## src/rtl/protocol_request_decoder.sv

```systemverilog
// protocol_request_decoder: parses magic/cmd/args frames into one request or error pulse per frame; PROTOCOL_DECODER_ERR_COUNT_EN adds a dropped-frame counter.
package protocol_pkg;
    localparam logic [31:0] PROTOCOL_MAGIC     = 32'hC0DE_5AA5;
    localparam logic [7:0]  Command_IDENTIFY   = 8'h01;
    localparam logic [7:0]  Command_SET_SIGNAL = 8'h02;
    localparam logic [7:0]  Command_AUTO_READ  = 8'h03;
    localparam logic [7:0]  Command_GET_RESULT = 8'h04;
    localparam logic [7:0]  Command_ABORT      = 8'h05;
endpackage

module protocol_request_decoder #(
    parameter logic [31:0] MAGIC = protocol_pkg::PROTOCOL_MAGIC
) (
    input  logic        clk,
    input  logic        rst_n,
    input  logic [7:0]  in_data,
    input  logic        in_valid,
    input  logic        in_last,
    input  logic        in_error,
    output logic        req_valid,
    output logic [7:0]  req_cmd,
    output logic [15:0] req_sync,
    output logic [7:0]  req_mask,
    output logic [7:0]  req_value,
    output logic [24:0] req_timing1,
    output logic [24:0] req_timing2,
    output logic        err_valid,
    output logic [1:0]  err_code,
    output logic [7:0]  err_cnt
);
    import protocol_pkg::*;

    localparam logic [1:0] S_MAGIC = 2'd0;
    localparam logic [1:0] S_CMD   = 2'd1;
    localparam logic [1:0] S_ARGS  = 2'd2;
    localparam logic [1:0] S_DROP  = 2'd3;

    logic [1:0]  state_q, state_d, idx_q, idx_d, err_code_q, err_code_d;
    logic [3:0]  cnt_q, cnt_d, need;
    logic [7:0]  cmd_q, cmd_d, cur_cmd, magic_byte;
    logic [7:0]  req_cmd_q, req_cmd_d, req_mask_q, req_mask_d, req_value_q, req_value_d;
    logic [15:0] sync_s_q, sync_s_d, req_sync_q, req_sync_d;
    logic [24:0] t1_s_q, t1_s_d, t2_s_q, t2_s_d;
    logic [24:0] req_t1_q, req_t1_d, req_t2_q, req_t2_d;
    logic        magic_err_q, magic_err_d, cmd_err_q, cmd_err_d, len_err_q, len_err_d;
    logic        req_valid_q, req_valid_d, err_valid_q, err_valid_d;
    logic        known, magic_bad, extra, complete, ok;

    // Per-beat parse: advance the frame state, stage argument bytes, and resolve the frame on in_last
    always_comb begin
        cur_cmd     = (state_q == S_CMD) ? in_data : cmd_q;
        known       = cur_cmd inside {Command_IDENTIFY, Command_SET_SIGNAL, Command_AUTO_READ,
                                      Command_GET_RESULT, Command_ABORT};
        need        = (cur_cmd == Command_SET_SIGNAL) ? 4'd4 : (cur_cmd == Command_AUTO_READ) ? 4'd10 : 4'd0;
        magic_byte  = 8'(MAGIC >> {idx_q, 3'b000});
        magic_bad   = state_q == S_MAGIC && in_data != magic_byte;
        extra       = state_q == S_ARGS && cnt_q == need;
        complete    = (state_q == S_CMD && known && need == 4'd0) ||
                      (state_q == S_ARGS && !extra && cnt_q + 4'd1 == need);
        state_d     = state_q;
        idx_d       = idx_q;
        cnt_d       = cnt_q;
        cmd_d       = cmd_q;
        magic_err_d = magic_err_q;
        cmd_err_d   = cmd_err_q;
        len_err_d   = len_err_q;
        sync_s_d    = sync_s_q;
        t1_s_d      = t1_s_q;
        t2_s_d      = t2_s_q;
        req_valid_d = 1'b0;
        err_valid_d = 1'b0;
        err_code_d  = err_code_q;
        req_cmd_d   = req_cmd_q;
        req_sync_d  = req_sync_q;
        req_mask_d  = req_mask_q;
        req_value_d = req_value_q;
        req_t1_d    = req_t1_q;
        req_t2_d    = req_t2_q;
        ok          = 1'b0;
        if (in_valid) begin
            magic_err_d = magic_err_q | magic_bad;
            cmd_err_d   = cmd_err_q | (state_q == S_CMD && !known);
            len_err_d   = len_err_q | extra;
            if (state_q == S_MAGIC) begin
                idx_d   = idx_q + 2'd1;
                state_d = magic_bad ? S_DROP : (idx_q == 2'd3) ? S_CMD : S_MAGIC;
            end else if (state_q == S_CMD) begin
                cmd_d   = in_data;
                cnt_d   = 4'd0;
                state_d = known ? S_ARGS : S_DROP;
            end else if (state_q == S_ARGS) begin
                cnt_d   = cnt_q + 4'd1;
                state_d = extra ? S_DROP : S_ARGS;
                case (cnt_q)
                    4'd0: sync_s_d[7:0]   = in_data;
                    4'd1: sync_s_d[15:8]  = in_data;
                    4'd2: t1_s_d[7:0]     = in_data;
                    4'd3: t1_s_d[15:8]    = in_data;
                    4'd4: t1_s_d[23:16]   = in_data;
                    4'd5: t1_s_d[24]      = in_data[0];
                    4'd6: t2_s_d[7:0]     = in_data;
                    4'd7: t2_s_d[15:8]    = in_data;
                    4'd8: t2_s_d[23:16]   = in_data;
                    4'd9: t2_s_d[24]      = in_data[0];
                    default: ;
                endcase
            end
            if (in_last) begin
                ok          = !in_error && !magic_err_d && !cmd_err_d && !len_err_d && complete;
                req_valid_d = ok;
                err_valid_d = !ok;
                err_code_d  = ok ? err_code_q : in_error ? 2'd3 : magic_err_d ? 2'd0 : cmd_err_d ? 2'd1 : 2'd2;
                if (ok) begin
                    req_cmd_d   = cur_cmd;
                    req_sync_d  = (cur_cmd == Command_SET_SIGNAL || cur_cmd == Command_AUTO_READ) ? sync_s_d : 16'd0;
                    req_mask_d  = (cur_cmd == Command_SET_SIGNAL) ? t1_s_d[7:0] : 8'd0;
                    req_value_d = (cur_cmd == Command_SET_SIGNAL) ? t1_s_d[15:8] : 8'd0;
                    req_t1_d    = (cur_cmd == Command_AUTO_READ) ? t1_s_d : 25'd0;
                    req_t2_d    = (cur_cmd == Command_AUTO_READ) ? t2_s_d : 25'd0;
                end
                state_d     = S_MAGIC;
                idx_d       = 2'd0;
                cnt_d       = 4'd0;
                magic_err_d = 1'b0;
                cmd_err_d   = 1'b0;
                len_err_d   = 1'b0;
            end
        end
    end

    // Parser state and registered outputs; reset discards any partial frame
    always_ff @(posedge clk or negedge rst_n) begin
        if (!rst_n) begin
            state_q     <= S_MAGIC;
            idx_q       <= 2'd0;
            cnt_q       <= 4'd0;
            cmd_q       <= 8'd0;
            magic_err_q <= 1'b0;
            cmd_err_q   <= 1'b0;
            len_err_q   <= 1'b0;
            sync_s_q    <= 16'd0;
            t1_s_q      <= 25'd0;
            t2_s_q      <= 25'd0;
            req_valid_q <= 1'b0;
            err_valid_q <= 1'b0;
            err_code_q  <= 2'd0;
            req_cmd_q   <= 8'd0;
            req_sync_q  <= 16'd0;
            req_mask_q  <= 8'd0;
            req_value_q <= 8'd0;
            req_t1_q    <= 25'd0;
            req_t2_q    <= 25'd0;
        end else begin
            state_q     <= state_d;
            idx_q       <= idx_d;
            cnt_q       <= cnt_d;
            cmd_q       <= cmd_d;
            magic_err_q <= magic_err_d;
            cmd_err_q   <= cmd_err_d;
            len_err_q   <= len_err_d;
            sync_s_q    <= sync_s_d;
            t1_s_q      <= t1_s_d;
            t2_s_q      <= t2_s_d;
            req_valid_q <= req_valid_d;
            err_valid_q <= err_valid_d;
            err_code_q  <= err_code_d;
            req_cmd_q   <= req_cmd_d;
            req_sync_q  <= req_sync_d;
            req_mask_q  <= req_mask_d;
            req_value_q <= req_value_d;
            req_t1_q    <= req_t1_d;
            req_t2_q    <= req_t2_d;
        end
    end

    assign req_valid   = req_valid_q;
    assign req_cmd     = req_cmd_q;
    assign req_sync    = req_sync_q;
    assign req_mask    = req_mask_q;
    assign req_value   = req_value_q;
    assign req_timing1 = req_t1_q;
    assign req_timing2 = req_t2_q;
    assign err_valid   = err_valid_q;
    assign err_code    = err_code_q;

`ifdef PROTOCOL_DECODER_ERR_COUNT_EN
    logic [7:0] err_cnt_q, err_cnt_d;

    // Saturating dropped-frame count, moving together with the err_valid pulse
    always_comb err_cnt_d = (err_valid_d && err_cnt_q != 8'hFF) ? err_cnt_q + 8'd1 : err_cnt_q;

    // Counter register, cleared only by reset
    always_ff @(posedge clk or negedge rst_n) begin
        if (!rst_n) err_cnt_q <= 8'd0;
        else        err_cnt_q <= err_cnt_d;
    end

    assign err_cnt = err_cnt_q;
`else
    assign err_cnt = 8'd0;
`endif
endmodule
```

## config.mk

```make
export PLATFORM = sky130hd
export DESIGN_NAME = protocol_request_decoder
export DESIGN_NICKNAME = d
export VERILOG_FILES = /design/src/rtl/protocol_request_decoder.sv
export SDC_FILE = /design/constraint.sdc
export NUM_CORES = 1
export LEC_CHECK = 0
export CELL_PAD_IN_SITES_DETAIL_PLACEMENT = 0
export CELL_PAD_IN_SITES_GLOBAL_PLACEMENT = 1
export CORE_UTILIZATION = 47
export CTS_CLUSTER_DIAMETER = 120
export DETAILED_ROUTE_END_ITERATION = 16
export GPL_ROUTABILITY_DRIVEN = 0
export PLACE_DENSITY_LB_ADDON = 0.1
export SETUP_SLACK_MARGIN = 0.1
export SYNTH_ARGS = -nofsm -noshare
export SYNTH_HDL_FRONTEND = slang
export SYNTH_SLANG_ARGS = --single-unit
```

## constraint.sdc

```tcl
create_clock -name clk -period 8.8 [get_ports clk]
set_input_delay 1.76 -clock clk [delete_from_list [all_inputs] [get_ports clk]]
set_output_delay 1.76 -clock clk [all_outputs]
set_load 0.01 [all_outputs]
```

==> results.toml <==
[final_layout]
nNetsFinal = 870
fin_cells = 1087
mostFrequentLayoutCells = "dfrtp_1, nand2_1, clkdlybuf4s50_1, mux2_2, o21ai_0"
utilization = 0.582
multiInputGateArea_sq_um = 3550
fill_cells = 1438
final_common_cell = "dfrtp_1"
drive_gt1_frac = 0.203
seq_area_sq_um = 4480
area_growth_pct = 20.7
diodes = 0

[place]
portBuffers = 106
dp_cells = 1056
place_ws_ps = 2300
dp_hpwl_mm = 12.9

[clocking]
cts_setup_buffers = 0
clkTransAtPathRegs_ps = 60
htreeDepth = 4
ctsResizeCount = 0
clk_latency_ps = 430
cts.sinks = 179
hold_buffers = 0
clk_path_buf_depth = 2
cts_root_buf = "clkbuf_16"
cts_buffers = 17
cts_tree = "yes"

[setup_path]
r2r_start = "state_q[1]"
cp.arrival_ps = 6330
worstSetupEndpointType = "flop"
worstPathCellList = "clkdlybuf4s50_1 > nor3_1 > nand3_1 > a21oi_2 > mux2_2 > o2111ai_2 > or2_2 > buf_4 > o21ai_0"
required_ps = 9110
critical_path_class = "input pin to flop"
critPathMaxStageDelay_ps = 890
startpoint_type = "input pin"
rrSetupSlack_ps = 3960
worst_r2r_endpoint = "req_timing1[19]"
critPathBufInv = 2
reg2regPathDepth = 8
crit_fanout = 23
path_delay_family = "compound AO/OA/AOI/OAI gates"
critPathSlowestCell = "a21oi_2"

[timing]
fin_crit_ps = 6020
fin_hold_ws_ps = 479
rsz0062_at_grt = "false"
relSlewSlack = 0.232
maxSlewViolCount = 0
final-setup-viol-count = 0
finalHoldViolCount = 0
setup_slack_ps = 2780
fin_tns_setup_ps = 0
max_freq_mhz = 166
finalClockSkew_ps = 6.82
worst_pin_slew_ps = 1150
finalCritPeriodShare = 0.685

[synth]
avgSynthCellArea_sq_um = 10.8
synthArstFlopShare = 1.00
synth_edf_count = 0
yosysTopAreaCell = "dfrtp_1"
synth_seq_area_share = 0.537
synth-seq-cells = 179
ys.warnings.count = 0
yosysTopAreaCellShare = 0.537
ys.flop_type = "dfrtp_1"
syn_area_sq_um = 8340
synth_cell_types = 52
syn_inst = 769
yosys-top-cells-area = "dfrtp_1, mux2_2, nand2_1"

[floorplanning]
die_height_microns = 135
die_w_microns = 135
num_rows = 48
io_pins = 115
initial_utilization = 0.482
dieArea_sq_um = 18300
coreArea_sq_um = 17300

[route]
drc = 0
met3_length_microns = 628
top_layer = "met4"
via_count = 5873
via_per_inst = 5.40
first_pass_iters = 4
met2_length_mm = 9.46
drtIter0Drc = 379
wl_per_cell_microns = 17.9
routed_wl_mm = 19.5
wl_met1_mm = 9.05
ant_nets = 0

[grt]
grt_usage = 0.227
antenna_found_initial = 0
grt_pass1_wl_mm = 31.6
grt_overflow_total = 0
grt_max_degree = 111
first_global_vias = 5927

[power_and_ir_drop]
powerDensity_nw_per_um2 = 236
vdd_drop_max_mv = 0.147
p_leak_nw = 4.57

[worst_hold_path]
min-delay-start = "req_timing1[1]"
holdPathStages = 2
worstHoldPathType = "flop to flop"
holdPathEnd = "req_timing1[1]"

[status]
outcome = "completed"

[job]
maxCapViolCount = 0
## per-stage QoR
stage	total power (W)	cell area, sq um
floorplan	0.00148	8370
global placement	0.00162	9500
detailed placement	0.00165	9500
CTS	0.00239	10100
global route	0.00250	10100
finish	0.00237	10100
## how the worst max path moves through the flow
stage               start               to  slack (ps)  cells past startpoint
6_report       in_data[6]  req_timing1[19]        2780                      9
4_1_cts        in_data[6]  req_timing1[20]        2740                      9
3_3_place_gp   in_data[6]  req_timing1[18]        2400                      9
2_1_floorplan  in_data[2]  req_timing2[16]        4790                     10
5_1_grt        in_data[6]  req_timing1[19]        2360                      9
3_5_place_dp   in_data[6]  req_timing1[18]        2300                      9
## flip-flops by register name (all words and copies together), names as in the netlist, 2 cells and up
signal,cells
cmd_q,8
cnt_q,4
err_code,2
idx_q,2
req_cmd,8
req_mask,8
req_sync,16
req_timing1,25
req_timing2,25
req_value,8
state_q,2
sync_s_q,16
t1_s_q,25
t2_s_q,25
## metal layers
layer,up-vias,global-route usage
met3,29,0.0400
met1,2932,0.309
met4,0,0.0874
met5,-,0
li1,2804,-
met2,108,0.361
## power breakdown
group	switching (W)	leakage (nW)	total, W	internal [W]
Combinational	0.000269	1.89	0.000547	0.000278
Sequential	0.000102	2.40	0.00108	0.000981
Clock	0.000311	0.274	0.000743	0.000432
Total	0.000682	4.57	0.00237	0.00169
## Yosys cell counts, types with 5 or more instances
cell type,n
a21oi_1,13
a31oi_1,5
buf_2,6
buf_4,8
clkbuf_1,40
dfrtp_1,179
ha_1,7
inv_1,11
mux2_2,97
mux2i_1,43
nand2_1,156
nand3_1,18
nand4_1,5
nor2_1,17
o21ai_0,76
o21ai_2,30
## cells by family (layout without fill, tap and decap cells)
kind of cell | count (synthesis) | count (layout) | share of synthesized area
other cells | 1 | 8 | 0.000450
flops | 179 | 179 | 0.537
buf+inv | 73 | 159 | 0.0410
compound gates | 143 | 143 | 0.109
mux | 140 | 140 | 0.183
fa+ha+maj | 7 | 7 | 0.0105
xor+xnor | 4 | 4 | 0.00420
simple gates | 222 | 222 | 0.115
## worst min-delay path, stage by stage (launching register included)
cell and delay, ps:
dfrtp_1 340, nand2_1 50, o21ai_0 60
## cell type report
| type | count | area share |
|---|---|---|
| Tap cell | 225 | 0.0280 |
| Clock buffer | 23 | 0.0465 |
| Clock inverter | 8 | 0.0102 |
| Timing Repair Buffer | 117 | 0.114 |
| Inverter | 11 | 0.00410 |
| Sequential cell | 179 | 0.445 |
| Multi-Input combinational cell | 524 | 0.353 |
No activity file was read; power rests on OpenSTA's default activity.
